==> src/rtl/hazard_ctrl.sv <==
// hazard_ctrl: hold/flush sequencing for the five-stage pipe, shared SRAM
// arbitration (IF vs MEM), load-use bubbles and taken-branch flushes.
// Optional perf counters are built when HAZARD_CTRL_PERF_EN is defined.
// Ports:
//   clk, rst                  clock, synchronous active-high reset
//   id_use1/2, id_src1/2      ID-stage source usage and register addresses
//   ex_mem_read, ex_reg_write EXE instruction is a load / writes a register
//   ex_reg_addr               EXE destination register
//   mem_req                   MEM-stage instruction accesses the SRAM
//   branch_taken              EXE resolved a taken branch or jump
//   hold_*                    freeze PC, IF/ID, ID/EXE, EXE/MEM
//   flush_if_id, flush_id_exe load a bubble into IF/ID, ID/EXE
//   pc_redirect               PC loads the branch target
//   if_grant                  IF owns the SRAM this cycle
//   stall_cycles, flush_count perf counters (0 when not built)
package hazard_pkg;
    typedef logic [4:0] RegAddr;
endpackage

module hazard_ctrl
    import hazard_pkg::*;
#(
    parameter int MEM_CYCLES = 2
) (
    input  logic        clk,
    input  logic        rst,
    input  logic        id_use1,
    input  logic        id_use2,
    input  RegAddr      id_src1,
    input  RegAddr      id_src2,
    input  logic        ex_mem_read,
    input  logic        ex_reg_write,
    input  RegAddr      ex_reg_addr,
    input  logic        mem_req,
    input  logic        branch_taken,
    output logic        hold_pc,
    output logic        hold_if_id,
    output logic        hold_id_exe,
    output logic        hold_ex_mem,
    output logic        flush_if_id,
    output logic        flush_id_exe,
    output logic        pc_redirect,
    output logic        if_grant,
    output logic [31:0] stall_cycles,
    output logic [15:0] flush_count
);

    typedef enum logic {
        RUN,
        MEM_BUSY
    } state_t;

    // Cycles left after the one entering MEM_BUSY.
    localparam logic [3:0] CNT_INIT =
        (MEM_CYCLES > 1) ? 4'(MEM_CYCLES - 2) : 4'd0;

    state_t     state;
    state_t     state_nxt;
    logic [3:0] cnt;
    logic [3:0] cnt_nxt;
    logic       br_pending;
    logic       br_pending_nxt;
    logic       load_use;
    logic       br_any;

    assign load_use = ex_mem_read & ex_reg_write &
                      ((id_use1 & (id_src1 == ex_reg_addr)) |
                       (id_use2 & (id_src2 == ex_reg_addr)));

    // A branch seen while frozen is replayed from br_pending.
    assign br_any = branch_taken | br_pending;

    always_ff @(posedge clk) begin
        if (rst) begin
            state      <= RUN;
            cnt        <= 4'd0;
            br_pending <= 1'b0;
        end else begin
            state      <= state_nxt;
            cnt        <= cnt_nxt;
            br_pending <= br_pending_nxt;
        end
    end

    always_comb begin
        hold_pc        = 1'b0;
        hold_if_id     = 1'b0;
        hold_id_exe    = 1'b0;
        hold_ex_mem    = 1'b0;
        flush_if_id    = 1'b0;
        flush_id_exe   = 1'b0;
        pc_redirect    = 1'b0;
        if_grant       = 1'b1;
        state_nxt      = state;
        cnt_nxt        = cnt;
        br_pending_nxt = br_pending;
        if (rst) begin
            flush_if_id  = 1'b1;
            flush_id_exe = 1'b1;
        end else begin
            case (state)
                RUN: begin
                    if (mem_req && (MEM_CYCLES > 1)) begin
                        hold_pc     = 1'b1;
                        hold_if_id  = 1'b1;
                        hold_id_exe = 1'b1;
                        hold_ex_mem = 1'b1;
                        if_grant    = 1'b0;
                        state_nxt   = MEM_BUSY;
                        cnt_nxt     = CNT_INIT;
                        if (branch_taken) br_pending_nxt = 1'b1;
                    end else if (mem_req) begin
                        // Single-cycle access: the fetch slot is lost.
                        if_grant = 1'b0;
                        if (br_any) begin
                            pc_redirect    = 1'b1;
                            flush_if_id    = 1'b1;
                            flush_id_exe   = 1'b1;
                            br_pending_nxt = 1'b0;
                        end else begin
                            hold_pc     = 1'b1;
                            flush_if_id = 1'b1;
                        end
                    end else if (br_any) begin
                        pc_redirect    = 1'b1;
                        flush_if_id    = 1'b1;
                        flush_id_exe   = 1'b1;
                        br_pending_nxt = 1'b0;
                    end else if (load_use) begin
                        hold_pc      = 1'b1;
                        hold_if_id   = 1'b1;
                        flush_id_exe = 1'b1;
                    end
                end
                MEM_BUSY: begin
                    if_grant = 1'b0;
                    if (cnt != 4'd0) begin
                        hold_pc     = 1'b1;
                        hold_if_id  = 1'b1;
                        hold_id_exe = 1'b1;
                        hold_ex_mem = 1'b1;
                        cnt_nxt     = cnt - 4'd1;
                        if (branch_taken) br_pending_nxt = 1'b1;
                    end else begin
                        // Final access cycle: EXE/MEM advances.
                        state_nxt = RUN;
                        if (br_any) begin
                            pc_redirect    = 1'b1;
                            flush_if_id    = 1'b1;
                            flush_id_exe   = 1'b1;
                            br_pending_nxt = 1'b0;
                        end else begin
                            hold_pc     = 1'b1;
                            flush_if_id = 1'b1;
                        end
                    end
                end
                default: state_nxt = RUN;
            endcase
        end
    end

`ifdef HAZARD_CTRL_PERF_EN
    logic [31:0] stall_q;
    logic [15:0] flush_q;

    always_ff @(posedge clk) begin
        if (rst) begin
            stall_q <= 32'd0;
            flush_q <= 16'd0;
        end else begin
            if (hold_pc)      stall_q <= stall_q + 32'd1;
            if (flush_id_exe) flush_q <= flush_q + 16'd1;
        end
    end

    assign stall_cycles = stall_q;
    assign flush_count  = flush_q;
`else
    assign stall_cycles = 32'd0;
    assign flush_count  = 16'd0;
`endif

endmodule

==> config.mk <==
export PLATFORM = sky130hd
export DESIGN_NAME = hazard_ctrl
export DESIGN_NICKNAME = d
export VERILOG_FILES = /design/src/rtl/hazard_ctrl.sv
export SDC_FILE = /design/constraint.sdc
export NUM_CORES = 1
export LEC_CHECK = 0
export CORE_MARGIN = 1.5
export CORE_UTILIZATION = 28
export CTS_BUF_LIST = sky130_fd_sc_hd__clkbuf_8
export CTS_CLUSTER_DIAMETER = 30
export DETAILED_ROUTE_END_ITERATION = 8
export GPL_TIMING_DRIVEN = 0
export PLACE_DENSITY = 0.78
export SLEW_MARGIN = 0
export SYNTH_ARGS = -nofsm -noshare
export SYNTH_HDL_FRONTEND = slang
export SYNTH_SLANG_ARGS = --single-unit
==> constraint.sdc <==
create_clock -name clk -period 1.25 [get_ports clk]
set_input_delay 0.125 -clock clk [delete_from_list [all_inputs] [get_ports clk]]
set_output_delay 0.125 -clock clk [all_outputs]
set_load 0.05 [all_outputs]
==> run summary <==
Ranked by total cell area, the synthesized netlist is headed by buf_4, dfxtp_1, xnor2_1, ha_1, nand4_1. The floorplan step defined a core boundary enclosing 2829 um2. buf_4 takes more of the synthesized area than any other cell. The run gives 3001 um as the wire length of the first global-routing pass. During placement, the flow inserted port buffers numbering 29.

For the setup slack after placement, the log shows -1.049 ns. The synthesized netlist occupies a cell area of 857.1 um2. The tree is rooted in a clkbuf_8. Die area: 3402 um2. The run gives 1.55 ns as the arrival time of the worst setup path. After detailed routing, the total wire length is 2195 um.

The summed negative setup slack over all endpoints was -3.245 ns. The final hold slack is 0.3166 ns, and the Yosys warning count is 0. The maximum clock skew at final layout was 0.0002867 ns; the peak supply drop was 0.0006820 V. Chip height: 58.33 um.

The mean instance size in the synthesized netlist was 7.863 um2; the fraction of registers with async set or reset after synthesis was 0%. Setup repair after global routing could not meet its margin everywhere. The minimum clock period after layout is 1.677 ns, and the upper clock frequency limit is 0.5963 GHz. Relative to the synthesized area, the layout overhead comes to 95.91%.

The worst setup path is of the flop to output port kind. The cell family with the largest share of critical-path delay was buffers and inverters. The number of I/O pins was 79; the count of endpoints failing hold in the final timing report was 0.

Dividing the detail-routed via count by the number of cells gives 3.559. The wire-length estimate of the detail-placed layout is 1583 um. Entering global routing, the biggest net connects 9 pins.

The run gives 0.7449 as the final weighted congestion of routability-driven global placement. The share of final-layout standard cells stronger than drive strength 1 is 49.76%, and the number of antenna-violating nets in the routed design is 0. Counting every sink on the clock net gives 6.

The total routing resource utilization after global routing came out at 11.68%. After detailed routing, the average wire length per cell comes to 9.301 um. The number of library cell types mapped by synthesis is 28. In this run the static leakage power is 0.0009080 uW.

The final reports fail on negative setup slack. Final-report max-slew violation count: 0. Setup violations remaining at the end of the flow were counted as 12. The logs give 706 for the number of global-route vias before repair and 232 for the number of nets in the final layout. The die outline width was 58.33 um; the site row count was 19. Fill cells in the final layout number 265.

On the worst path, the slowest cell contributes a delay of 0.34 ns. The min-delay analysis places its worst path in the category input port to flop. The cell count after synthesis came out at 109.

Synthesis inferred 6 register bits. The clock-pin slew reported for the worst setup and hold paths after clock tree synthesis was 0.04 ns; the power density over cell area was 1019 nW/um2. Counting the buffers created by CTS gives 3.

The worst setup path is captured at an output port. The final critical-path share of the clock period was 134.2%. The top cell type by area accounts for 44.67% of the synthesized area. TritonCTS built the clock tree. The tools report the final worst-path setup slack as -0.4271 ns. The worst-case clock buffer depth is 2, and the number of antenna violations at the first check in global routing is 0. In this design, the critical path's most frequently occurring cell is buf_6. The logs give 840 for the number of vias in the routed layout and 7 for the DRC marker count from the first detailed-route iteration. The data required time of the worst path came out at 1.12 ns. The logs give 0 for the aggregate global routing overflow and 30.30% for the effective utilization at floorplan. The slowest stage of the critical path belongs to the cell dfxtp_2. The DRC violations left was 0. Traced cell by cell, the critical path runs through inv_2 > ha_4 > nand4bb_1 > buf_6 > nand2_4 > a21oi_4 > a21boi_4 > buf_6.

The share of the Yosys chip area taken by registers is 14.01%. The flow ran to the end, but the final reports show violations. The first detailed-routing pass took 4 iterations. Of all nets on the critical path, the largest fanout is 4. For the H-tree depth reported by CTS, the log shows 1. Most used flip-flop cell after synthesis: dfxtp_1. The buffer and inverter count on the worst path is 3, and the count of hold-fix buffers inserted at cts is 0.

Diode insertion count for antenna repair: 0. The tools report the count of maximum capacitance violations as 0. Yosys mapped a number of flops with a built-in enable equal to 0.

The clock latency at the later pin of the worst-skew pair is 0.22 ns. The type of origin of the critical path is a flop.
## cell type report
cell class,count,area [um2],area share [%]
buffer,52,397.9,23.70
clock buffer,3,41.29,2.459
inverter,3,11.26,0.6706
multi-input combinational,95,620.6,36.96
sequential,6,126.4,7.526
tap,31,38.79,2.310
timing repair buffer,46,442.9,26.38
## worst reg2reg max path, stage by stage (launching register included)
cell	delay, ns
dfxtp_2	0.32
inv_2	0.07
ha_4	0.12
nand4bb_1	0.12
buf_6	0.16
buf_4	0.14
buf_6	0.11
buf_6	0.11
nand3_2	0.07
xor2_1	0.16
nor2_1	0.05
## placed cells by master (no fill, tap or decap), types with 2 or more instances in the layout
cell / count
nor2_1: 4
clkbuf_8: 3
buf_8: 4
conb_1: 48
inv_2: 2
nand2_4: 3
nor3_1: 2
a21oi_4: 2
nand4_1: 4
dfxtp_2: 2
xor2_1: 2
buf_6: 12
xnor2_1: 10
nand3_2: 3
buf_4: 60
a21oi_1: 2
dlygate4sd2_1: 15
dfxtp_1: 3
clkdlybuf4s50_1: 6
## synthesized netlist by cell type (2+ instances only)
cell type	n
a21oi_1	3
buf_4	51
dfxtp_1	6
ha_1	2
inv_1	3
nand2_1	3
nand3_1	2
nand4_1	4
nor2_1	5
nor3_1	2
xnor2_1	10
xor2_1	2
## flip-flops by register name (all words and copies together) (netlist names)
name and cells:
cnt 4, state 1, br_pending 1
## report_power, final
group,internal (uW),switching [uW]
combinational,482,688
sequential,224,23.8
clock,207,86.0
total,914,798
## final timing paths
path           from      end  slack [ns]  cells after the start
max          cnt[0]  hold_pc       -0.43                      8
min             rst   cnt[0]        0.32                      2
max reg2reg  cnt[0]   cnt[2]       -0.30                     10
min reg2reg  cnt[3]   cnt[3]        0.53                      2
## cell families (layout without fill, tap and decap cells)
family | after synthesis | count (layout) | share of synthesized area, %
buffers and inverters | 55 | 104 | 46.42
DFF | 6 | 6 | 14.02
other | 1 | 48 | 0.4375
adders and majority gates | 2 | 2 | 2.919
and+or+nand+nor | 23 | 23 | 15.48
xor gates and xnor gates | 12 | 12 | 12.26
AOI/OAI and AO/OA | 10 | 10 | 8.467
## stage by stage
stage | instance area [um2] | util, % | total power, uW | instances
3_5_place_dp | 1443 | 51.00 | 1214 | 216
2_1_floorplan | 1114 | - | 1046 | 156
6_report | 1679 | 59.35 | 1711 | 236
3_3_place_gp | 1443 | 51.00 | 1208 | 216
5_1_grt | 1679 | 59.35 | 1796 | 236
4_1_cts | 1599 | 56.52 | 1632 | 230
## timing repair
action / in CTS / in global routing
setup buffers: 11 / 6
pin swaps: 20 / 8
resized for setup: 81 / 9
endpoints found under the setup margin: 8 / 12
## layer usage
metal | vias to the layer above | routed length, um | track usage, % | share of wire, %
li1 | 447 | - | - | -
met1 | 352 | 701 | 11.07 | 32
met2 | 39 | 1266 | 23.27 | 58
met3 | 2 | 201 | 2.198 | 9.2
met4 | 0 | 26 | 5.980 | 1.2
met5 | - | 0 | 0 | 0
Power figures use the tool's default switching activity.
